### config.mk
export PLATFORM = sky130hd
export DESIGN_NAME = ex_muldiv_unit
export DESIGN_NICKNAME = d
export VERILOG_FILES = /design/src/rtl/ex_muldiv_unit.sv
export SDC_FILE = /design/constraint.sdc
export NUM_CORES = 1
export LEC_CHECK = 0
export CAP_MARGIN = 30
export CORE_MARGIN = 2
export CORE_UTILIZATION = 38
export DETAILED_ROUTE_END_ITERATION = 16
export SLEW_MARGIN = 20
export SYNTH_ARGS = -nofsm -noshare
export SYNTH_HDL_FRONTEND = slang
export SYNTH_SLANG_ARGS = --single-unit
export TNS_END_PERCENT = 100
### constraint.sdc
create_clock -name clk -period 15.1 [get_ports clk]
set_clock_uncertainty 0.05 [all_clocks]
set_input_delay 3.02 -clock clk [delete_from_list [all_inputs] [get_ports clk]]
set_output_delay 3.02 -clock clk [all_outputs]
set_load 0.01 [all_outputs]
### src/rtl/ex_muldiv_unit.sv
// Iterative RV32M multiply/divide unit for the EX stage.
// Radix-2 shift-add multiply and restoring divide on magnitudes, one step per cycle.
module ex_muldiv_unit #(
  parameter int unsigned XLEN = 32
) (
  input  logic            clk,
  input  logic            reset,
  input  logic            InValid,
  input  logic [1:0]      ALUOp,
  input  logic [6:0]      Funct7,
  input  logic [2:0]      Funct3,
  input  logic [XLEN-1:0] SrcA,
  input  logic [XLEN-1:0] SrcB,
  input  logic            Flush,
  output logic            Stall,
  output logic            Busy,
  output logic            Done,
  output logic [XLEN-1:0] Result
);

  localparam int unsigned CW = $clog2(XLEN);
  localparam int unsigned PW = 2 * XLEN;

  typedef enum logic [1:0] {IDLE, BUSY, DONE} state_t;

  state_t          state_q, state_d;
  logic [CW-1:0]   count_q;
  logic [PW-1:0]   prod_q;
  logic [XLEN-1:0] opnd_q;
  logic [2:0]      op_q;
  logic            neg_q;
  logic [XLEN-1:0] result_q;

  logic            req;
  logic            a_signed, b_signed, a_neg, b_neg, neg_start;
  logic [XLEN-1:0] a_mag, b_mag;
  logic            div_zero, div_ovf, fast;
  logic [XLEN-1:0] fast_res;
  logic            last;

  assign req = InValid & (ALUOp == 2'b10) & (Funct7 == 7'b0000001) & ~Flush;

  // Operand signedness and magnitudes at issue
  assign a_signed  = (Funct3 == 3'b001) | (Funct3 == 3'b010) | (Funct3 == 3'b100) | (Funct3 == 3'b110);
  assign b_signed  = (Funct3 == 3'b001) | (Funct3 == 3'b100) | (Funct3 == 3'b110);
  assign a_neg     = a_signed & SrcA[XLEN-1];
  assign b_neg     = b_signed & SrcB[XLEN-1];
  assign a_mag     = a_neg ? -SrcA : SrcA;
  assign b_mag     = b_neg ? -SrcB : SrcB;
  assign neg_start = (Funct3 == 3'b110) ? a_neg : (a_neg ^ b_neg);

  // Divide-by-zero and signed overflow resolve without iterating
  assign div_zero = (SrcB == '0);
  assign div_ovf  = ~Funct3[0] & (SrcA == {1'b1, {(XLEN-1){1'b0}}}) & (SrcB == '1);
  assign fast     = Funct3[2] & (div_zero | div_ovf);
  assign fast_res = div_zero ? (Funct3[1] ? SrcA : '1) : (Funct3[1] ? '0 : SrcA);

  // One radix-2 step; hi half is partial product / partial remainder
  logic [XLEN:0]   mul_sum, rem_sh, rem_diff;
  logic            rem_ge;
  logic [PW-1:0]   mul_step, div_step, step, prod_corr;
  logic [XLEN-1:0] q_corr, r_corr, final_res;

  always_comb begin
    mul_sum   = {1'b0, prod_q[PW-1:XLEN]} + (prod_q[0] ? {1'b0, opnd_q} : '0);
    mul_step  = {mul_sum, prod_q[XLEN-1:1]};
    rem_sh    = {prod_q[PW-1:XLEN], prod_q[XLEN-1]};
    rem_diff  = rem_sh - {1'b0, opnd_q};
    rem_ge    = ~rem_diff[XLEN];
    div_step  = {(rem_ge ? rem_diff[XLEN-1:0] : rem_sh[XLEN-1:0]), prod_q[XLEN-2:0], rem_ge};
    step      = op_q[2] ? div_step : mul_step;
    prod_corr = neg_q ? -step : step;
    q_corr    = neg_q ? -step[XLEN-1:0] : step[XLEN-1:0];
    r_corr    = neg_q ? -step[PW-1:XLEN] : step[PW-1:XLEN];
    case (op_q)
      3'b000:                 final_res = prod_corr[XLEN-1:0];
      3'b001, 3'b010, 3'b011: final_res = prod_corr[PW-1:XLEN];
      3'b100, 3'b101:         final_res = q_corr;
      default:                final_res = r_corr;
    endcase
  end

  assign last = (count_q == CW'(XLEN - 1));

  always_ff @(posedge clk or posedge reset) begin
    if (reset) state_q <= IDLE;
    else       state_q <= state_d;
  end

  always_comb begin
    state_d = state_q;
    case (state_q)
      IDLE:    if (req) state_d = fast ? DONE : BUSY;
      BUSY:    if (last) state_d = DONE;
      DONE:    state_d = IDLE;
      default: state_d = IDLE;
    endcase
    if (Flush) state_d = IDLE;
  end

  // Datapath: capture at issue, iterate while busy, publish on the final step
  always_ff @(posedge clk or posedge reset) begin
    if (reset) begin
      count_q  <= '0;
      prod_q   <= '0;
      opnd_q   <= '0;
      op_q     <= '0;
      neg_q    <= 1'b0;
      result_q <= '0;
    end else if (!Flush) begin
      if (state_q == IDLE && req) begin
        op_q    <= Funct3;
        neg_q   <= neg_start;
        count_q <= '0;
        prod_q  <= {{XLEN{1'b0}}, (Funct3[2] ? a_mag : b_mag)};
        opnd_q  <= Funct3[2] ? b_mag : a_mag;
        if (fast) result_q <= fast_res;
      end else if (state_q == BUSY) begin
        prod_q  <= step;
        count_q <= count_q + CW'(1);
        if (last) result_q <= final_res;
      end
    end
  end

  assign Busy   = (state_q == BUSY);
  assign Done   = (state_q == DONE) & ~Flush;
  assign Stall  = req & ~Done & ~reset;
  assign Result = result_q;

endmodule
# Word-level counts from Yosys, hierarchy flattened
# Cells that the tools add are included.
word_totals:
  ramBits: 0
  output_inout_bits: 35
  inputBits: 80
  ff_bits: 139
  memories: 0
  latch_bits: 0
  romBits: 0
classes:
  n_eq_ne: 19
  magnitude_cmp: 0
  addsub: 8
  shifts: 0
  div_mod_pow: 0
  reduce_logical: 12
  mul: 0
  n_mux: 28
  bitwise: 23
ops:
  columns: ["op", "n"]
  rows:
  - ["2-to-1 mux 32 bit", 15]
  - ["2-to-1 mux 64 bit", 4]
  - ["negator 32 bit", 4]
  - ["one-hot mux 32 bit (3 select lines)", 1]
  - ["== test 32 bit, second input constant", 2]
  - ["negator 64 bit", 1]
  - ["adder 32 x 32 -> 33 bit", 1]
  - ["subtractor 33 x 32 -> 33 bit", 1]
  - ["logical NOT 32 bit", 1]
  - ["== test 3 bit, second input constant", 4]
  - ["AND 1 bit", 11]
  - ["2-to-1 mux 5 bit", 2]
  - ["== test 3 x 2 -> 1 bit, second input constant", 3]
  - ["2-to-1 mux 2 bit", 4]
  - ["== test 7 x 1 -> 1 bit, second input constant", 1]
  - ["== test 3 x 1 -> 1 bit, second input constant", 2]
  - ["OR 1 bit", 6]
  - ["AND reduction 2 bit", 3]
  - ["adder 5 x 1 -> 5 bit, second input constant", 1]
  - ["== test 5 bit, second input constant", 1]
  - ["NOT 1 bit", 5]
  - ["== test 2 bit, second input constant", 2]
  - ["one-hot mux 2 bit (2 select lines)", 1]
  - ["AND reduction 4 bit", 1]
  - ["12 further kinds", 13]

# Depth between registers and ports, before layout
# Gate-level depths: netlist (run 1).
depth:
  word_depth: 9
  mapped_depth: 24
  ltp_nobuf: 23

# Worst setup path before layout (run 1)
# No wires, ideal clock.
synth_path:
  path_type: "input -> output"
  from: "in Funct7[1]"
  to: "out Stall"
  path_buffers: 0
  arrival_time_ns: 3.709
  required_ns: 12.030
  path_stages: 3
  path_slack_ns: 8.321
  path_cell_list: "nor4_1 nand3_1 nor3_1"
synth_between:
  elab_chain_cells: 5
synth_rtl:
  columns: ["item", "line_no", "source"]
  rows:
  - ["start, declared", "10", "input logic [6:0] Funct7,"]
  - ["== test 7 x 1 -> 1 bit", "41", "assign req = InValid & (ALUOp == 2'b10) & (Funct7 == 7'b0000001) & ~Flush;"]
  - ["AND 1 bit (2 in a row)", "41", null]
  - ["AND 1 bit (2 in a row)", "128", "assign Stall = req & ~Done & ~reset;"]
  - ["end, declared", "15", "output logic Stall,"]
# Every way passes these cells.

# Final worst setup path (run 1)
layout_path:
  from: "in Flush"
  to: "out Stall"
layout_between:
  elab_chain_cells: 5
layout_rtl:
  columns: ["item", "line_no", "source"]
  rows:
  - ["start, declared", "14", "input logic Flush,"]
  - ["NOT 1 bit (no line) *", null, null]
  - ["AND 1 bit", "127", "assign Done = (state_q == DONE) & ~Flush;"]
  - ["NOT 1 bit", "128", null]
  - ["AND 1 bit * (2 in a row)", "128", null]
# Every way passes the cells marked *; elsewhere a longest branch is shown, timed or not.

==> flow_summary_export.csv, run 1 <==
group,metric,value,unit
timing,setup_viol,0,
finish,finalNonFillerCells,2831,
synth,async_reset_ff_frac,1.000,
clocking,post-cts-setup-buffers,0,
synth,syn_nets,2413,
critical_path,path_cells,"clkdlybuf4s50_1, nor4_1, nand3_1, nor3_1, clkdlybuf4s50_1",
run_status,status,"finished clean",
place,dp_hpwl,52540,µm
finish,final_area,18380,µm²
timing,finalMaxSlewViolations,0,
clocking,cts.path.max_buffers,2,
timing,finalHoldViolations,0,
clocking,cts_sinks,139,
critical_path,path_common_cell,"clkdlybuf4s50_1",
clocking,cts_resized,0,
floorplanning,die_width,210.8,µm
floorplanning,die_y,210.8,µm
global_route,globalRouteOverflowTotal,0,
job,cap_violations,0,
timing,timing.final.crit_share,0.5141,
global_route,grt_max_degree,112,
clocking,clk_transition_reported_paths,60,ps
power_and_ir_drop,p_per_area,69.15,nW/µm²
synth,syn_inst,2260,
critical_path,crit_family,"buffers and inverters",
finish,layout-drive-gt1-share,0.05497,
critical_path,max_stage_delay,570,ps
timing,fmax,128.8,MHz
drt,drt-pass1-iter-count,6,
floorplanning,row_count,75,
timing,fin_ws,7337,ps
critical_path,startpoint_type,"input pin",
clocking,h-tree-depth,4,
clocking,tritoncts,"built",
synth,synth.cell_area,16250,µm²
finish,layout.nets,2433,
synth,ys_seq_elements,139,
timing,fin_crit,7763,ps
critical_path,worst_ep_arrival_time,4690,ps
min_path,hp-class,"flip-flop to flip-flop",
synth,syn_area_per_cell,7.189,µm²
floorplanning,start_util,0.3865,
finish,diodes,0,
drt,antenna_left,0,
place,dp_slack,7266,ps
finish,layout_common_cells,"255 x nand2_1, 226 x nor2_1, 223 x o21ai_0, 212 x a21oi_1, 137 x dfrtp_1",
finish,final_common_cell,"nand2_1",
synth,yosysWarnings,0,
synth,ys_seq_area_frac,0.2141,
synth,synth.distinct_cells,106,
critical_path,cp_slowest_cell,"clkdlybuf4s50_1",
global_route,grt_pass1_wl,100100,µm
place,placed_cells,2798,
global_route,grt_pass1_vias,15980,
floorplanning,io_pins,115,
place,port_buffers,114,
power_and_ir_drop,p_leak,7.810,nW
power_and_ir_drop,power,1.271,mW
critical_path,endpoint_kind,"output port",
critical_path,critical_path_class,"input pin to output port",
timing,worst_pin_slew,1050,ps
drt,num_vias,17660,
drt,drc,0,
clocking,cts_buffers,17,
power_and_ir_drop,peakVddDrop,88.92,µV
synth,synth_edf_count,0,
critical_path,required,12030,ps
global_route,antenna_found_initial,3,
drt,initialDrtViolationCount,1821,
timing,tns,0,ps
synth,ys.flop_type,"dfrtp_1",
global_route,track_usage,0.2964,
place,gp_congestion,0.9587,
clocking,hold_buffers,0,
timing,rsz0062_at_grt,"false",
drt,wirelength,67070,µm
critical_path,cp_max_fo,4,
floorplanning,coreArea,42040,µm²
floorplanning,die-area,44430,µm²
drt,routedWlPerCell,23.69,µm
drt,via_per_inst,6.238,
place,dpl_cell_area,17780,µm²
finish,areaGrowthSynthToFinish,13.11,%
timing,slew_headroom,0.2914,
clocking,clkLatencyLatePin,470,ps
critical_path,worstPathBufferInverterCount,2,
clocking,cts_root_buffer,"clkbuf_16",
==> worst register-to-register path, cell delays in order (launching register included) <==
cell      delay, ps
dfrtp_1         480
inv_1           100
ha_1            160
inv_1            50
fa_1            440
a211oi_2        310
o211ai_2        170
a211oi_4        500
a2111o_1        310
a31oi_1         110
buf_4           220
o21ai_1         580
a21boi_0        450
ha_1            250
o21ai_0         170
or3_1           460
or3_1           420
or3_1           460
nor2_1          130
nor2_1           50
buf_4           210
o21ai_0         220
xor2_1          100
a211oi_1        760
o21ai_0         190
==> flip-flops by register name (all words and copies together), names as in the netlist <==
register,flops
count_q,5
state_q,2
neg_q,1
op_q,3
prod_q,64
Result,32
opnd_q,32
==> cell usage after synthesis, drive strengths merged (10+ instances only) <==
cell type / instances / area (µm²)
nand2: 256 / 963.4
o21ai: 235 / 1176
nor2: 229 / 862.1
a21oi: 213 / 1077
dfrtp: 139 / 3478
clkbuf: 109 / 409.1
xnor2: 92 / 805.8
nor3: 85 / 425.4
ha: 71 / 888.4
inv: 70 / 262.8
xor2: 67 / 586.8
nand3: 66 / 342.8
mux2i: 50 / 504.2
o211ai: 43 / 327.8
and2: 42 / 262.8
o31ai: 40 / 310.3
buf: 35 / 167.7
nand4: 29 / 196.4
a21o: 26 / 195.2
nor4: 24 / 171.4
a211oi: 22 / 195.2
a31oi: 21 / 137.6
nor2b: 19 / 118.9
or3: 19 / 118.9
o221ai: 17 / 148.9
a221oi: 15 / 155.2
and3: 15 / 93.84
nand2b: 15 / 93.84
o21a: 14 / 105.1
a221o: 12 / 120.1
o41ai: 12 / 112.6
maj3: 10 / 100.1
==> where the power goes <==
part | internal, mW | leakage (nW) | switching (mW)
Sequential | 0.377 | 1.90 | 0.00727
Combinational | 0.157 | 5.64 | 0.301
Clock | 0.236 | 0.269 | 0.194
==> stage by stage <==
step	hold WS, ps	util
after floorplan	413.2	-
after global placement	423.7	0.4218
after detailed placement	423.8	0.4229
after CTS	436.4	0.4364
after global routing	454.3	0.4371
final	440.5	0.4371
==> layout make-up <==
class / instances / area [µm²]
flip-flops and latches: 139 / 3483
clock inverters: 12 / 113.9
multi-input cells: 1905 / 11960
inverters: 72 / 275.3
well taps: 539 / 674.4
repair buffers: 145 / 1414
fillers: 4315 / 23660
clock buffers: 19 / 452.9
==> kinds of logic (layout without fill, tap and decap cells) <==
| family | Yosys count | in the layout | share of synthesized area |
|---|---|---|---|
| compound gates | 754 | 754 | 0.2977 |
| xor+xnor | 159 | 159 | 0.08571 |
| fa+ha+maj | 83 | 83 | 0.06330 |
| buf+inv | 216 | 248 | 0.05213 |
| flops | 139 | 139 | 0.2141 |
| mux | 58 | 58 | 0.03658 |
| simple gates | 851 | 851 | 0.2505 |
==> path summary, 6_finish.rpt <==
check | start | end | slack (ps) | depth (start not counted)
hold reg to reg | Result[5] | Result[5] | 440 | 2
setup / recovery | Flush | Stall | 7340 | 5
setup reg to reg | prod_q[31] | Result[14] | 7610 | 24
max in group asynchronous | reset | op_q[2] | 10480 | 3
min in group asynchronous | reset | Result[14] | 3060 | 2
hold / removal | Result[5] | Result[5] | 440 | 2
==> per-layer routing <==
layer	vias up	track usage	wire length (µm)
met3	120	0.04416	5154
li1	8312	-	-
met5	-	0	0
met4	0	0.1229	2739
met2	765	0.4633	30020
met1	8464	0.4085	29150
Power figures use the tool's default switching activity.
==> inputs of run 2 (changes only) <==
- clock period: 15.1 -> 6.6 ns (I/O delays scaled with it)
==> run 2 against run 1 <==
Compared with the run above: clock-buffer cell count down 1; die area did not move; worst hold slack improved by 5.9 ps; non-clock buffer count grew 32; sequential share of layout area down 0.28 points; first-iteration DRC count is 24% higher; sequential power rose by 130%; clock power rose to 2.5 times the previous value; final cell count rose by 1.2%; critical path type is now flip-flop to flip-flop; final area is 1.5% higher; register-to-register slack got worse by 7200 ps.
==> flow_summary_export.csv, run 2 (same netlist as run 1, synthesis figures left out) <==
group,metric,value,unit
run_status,status,"finished clean",
clocking,clkLatencyLatePin,470,ps
critical_path,worstPathBufferInverterCount,2,
place,dp_hpwl,54860,µm
timing,fin_crit,6239,ps
timing,fin_ws,360.7,ps
global_route,grt_max_degree,114,
critical_path,critical_path_class,"flip-flop to flip-flop",
floorplanning,die_y,210.8,µm
finish,diodes,0,
drt,drc,0,
clocking,tritoncts,"built",
clocking,hold_buffers,0,
timing,fmax,160.3,MHz
critical_path,path_common_cell,"or3_1",
global_route,grt_pass1_wl,105100,µm
power_and_ir_drop,power,3.062,mW
clocking,cts_buffers,17,
global_route,track_usage,0.3137,
timing,setup_viol,0,
critical_path,startpoint_type,"flip-flop",
power_and_ir_drop,p_leak,7.984,nW
place,gp_congestion,0.9756,
timing,finalMaxSlewViolations,0,
drt,antenna_left,0,
floorplanning,row_count,75,
drt,routedWlPerCell,24.63,µm
critical_path,cp_slowest_cell,"or3_1",
floorplanning,die_width,210.8,µm
global_route,globalRouteOverflowTotal,0,
drt,drt-pass1-iter-count,6,
finish,layout-drive-gt1-share,0.06839,
critical_path,endpoint_kind,"flip-flop",
finish,layout.nets,2465,
place,port_buffers,114,
timing,timing.final.crit_share,0.9454,
critical_path,max_stage_delay,480,ps
drt,num_vias,17950,
finish,largest_reg_flops,64,
floorplanning,io_pins,115,
min_path,hp-class,"flip-flop to flip-flop",
finish,layout_common_cells,"255 x nand2_1, 225 x nor2_1, 222 x o21ai_0, 212 x a21oi_1, 137 x dfrtp_1",
critical_path,path_cells,"inv_1, ha_1, inv_1, fa_1, a211oi_2, o211ai_2, a211oi_4, a2111o_1, a31oi_1, o21ai_1, a21boi_1, ha_1, o21ai_0, or3_1, or3_1, or3_1, nor2_1, nor2_1, o41ai_2, xnor2_1, a221oi_1, o31ai_1",
critical_path,required,6890,ps
drt,wirelength,70530,µm
critical_path,worst_ep_arrival_time,6530,ps
global_route,grt_pass1_vias,16540,
floorplanning,die-area,44430,µm²
timing,slew_headroom,0.3488,
job,cap_violations,0,
finish,top_register,"prod_q",
drt,initialDrtViolationCount,2263,
floorplanning,coreArea,42040,µm²
critical_path,cp_max_fo,7,
timing,worst_pin_slew,976.8,ps
power_and_ir_drop,p_per_area,164.2,nW/µm²
finish,areaGrowthSynthToFinish,14.78,%
timing,tns,0,ps
global_route,antenna_found_initial,5,
critical_path,crit_family,"compound AO/OA/AOI/OAI gates",
place,dp_slack,420.4,ps
finish,final_common_cell,"nand2_1",
clocking,h-tree-depth,4,
drt,via_per_inst,6.266,
timing,finalHoldViolations,0,
clocking,cts_sinks,139,
clocking,cts_root_buffer,"clkbuf_16",
power_and_ir_drop,peakVddDrop,198.9,µV
floorplanning,start_util,0.3865,
finish,nFillCells,4342,
clocking,cts.path.max_buffers,2,
clocking,clk_transition_reported_paths,70,ps
run 2: cell count changes in the layout (fill, tap and decap cells not counted), sizes merged:
cell      delta
buf         +32
bufinv       +3
clkinv       +3
clkinvlp     -2
inv          -2
clkbuf       -1
run 2: final cells by class:
type                    count  area [µm²]  share of cell area
well taps                 539       674.4             0.03616
clock inverters            14       193.9             0.01040
repair buffers            177        1627             0.08722
multi-input cells        1905       11970              0.6417
clock buffers              18       429.2             0.02301
flip-flops and latches    139        3483              0.1868
inverters                  72       275.3             0.01476
run 2: power by group:
| part | internal, mW | total [mW] | switching, mW |
|---|---|---|---|
| Combinational | 0.384 | 1.10 | 0.719 |
| Clock | 0.634 | 1.08 | 0.442 |
| Sequential | 0.862 | 0.883 | 0.0209 |
| Total | 1.88 | 3.06 | 1.18 |
run 2: worst paths after layout:
path	startpoint	end	slack, ps	cells after the start
worst max-delay path	prod_q[31]	Result[30]	360	22
worst min-delay path	Result[5]	Result[5]	450	2
worst max register to register	prod_q[31]	Result[30]	360	22
worst min register to register	Result[5]	Result[5]	450	2
max in group asynchronous	reset	prod_q[51]	4270	3
min in group asynchronous	reset	Result[2]	1250	2
run 2: worst register-to-register path, cell delays in order (launching register included):
cell and delay (ps):
dfrtp_1 440, inv_1 80, ha_1 170, inv_1 60, fa_1 440, a211oi_2 260
o211ai_2 140, a211oi_4 470, a2111o_1 300, a31oi_1 130, o21ai_1 300, a21boi_1 260
ha_1 200, o21ai_0 150, or3_1 450, or3_1 420, or3_1 480, nor2_1 170
nor2_1 170, o41ai_2 410, xnor2_1 110, a221oi_1 330, o31ai_1 140
run 2: repair_timing:
action | 4_1_cts | 5_1_grt
resized for setup | 0 | 2
setup endpoints to repair | 0 | 11
setup buffers | 0 | 1
run 2: stage by stage:
step,hold WS [ps],cells,utilization,cell area [µm²]
floorplan,413.2,2260,-,16250
global placement,424.0,2827,0.4275,17970
detailed placement,434.4,2829,0.4278,17990
CTS,448.5,2861,0.4426,18610
global route,465.8,2864,0.4436,18650
finish,446.4,2864,0.4436,18650
run 2: metal layers:
layer	up-vias	part of all wire	wire, µm	track usage
li1	8370	-	-	-
met1	8588	0.44	30990	0.4384
met2	848	0.43	30460	0.4746
met3	135	0.080	5643	0.04996
met4	4	0.048	3407	0.1428
met5	-	0.00034	24	0
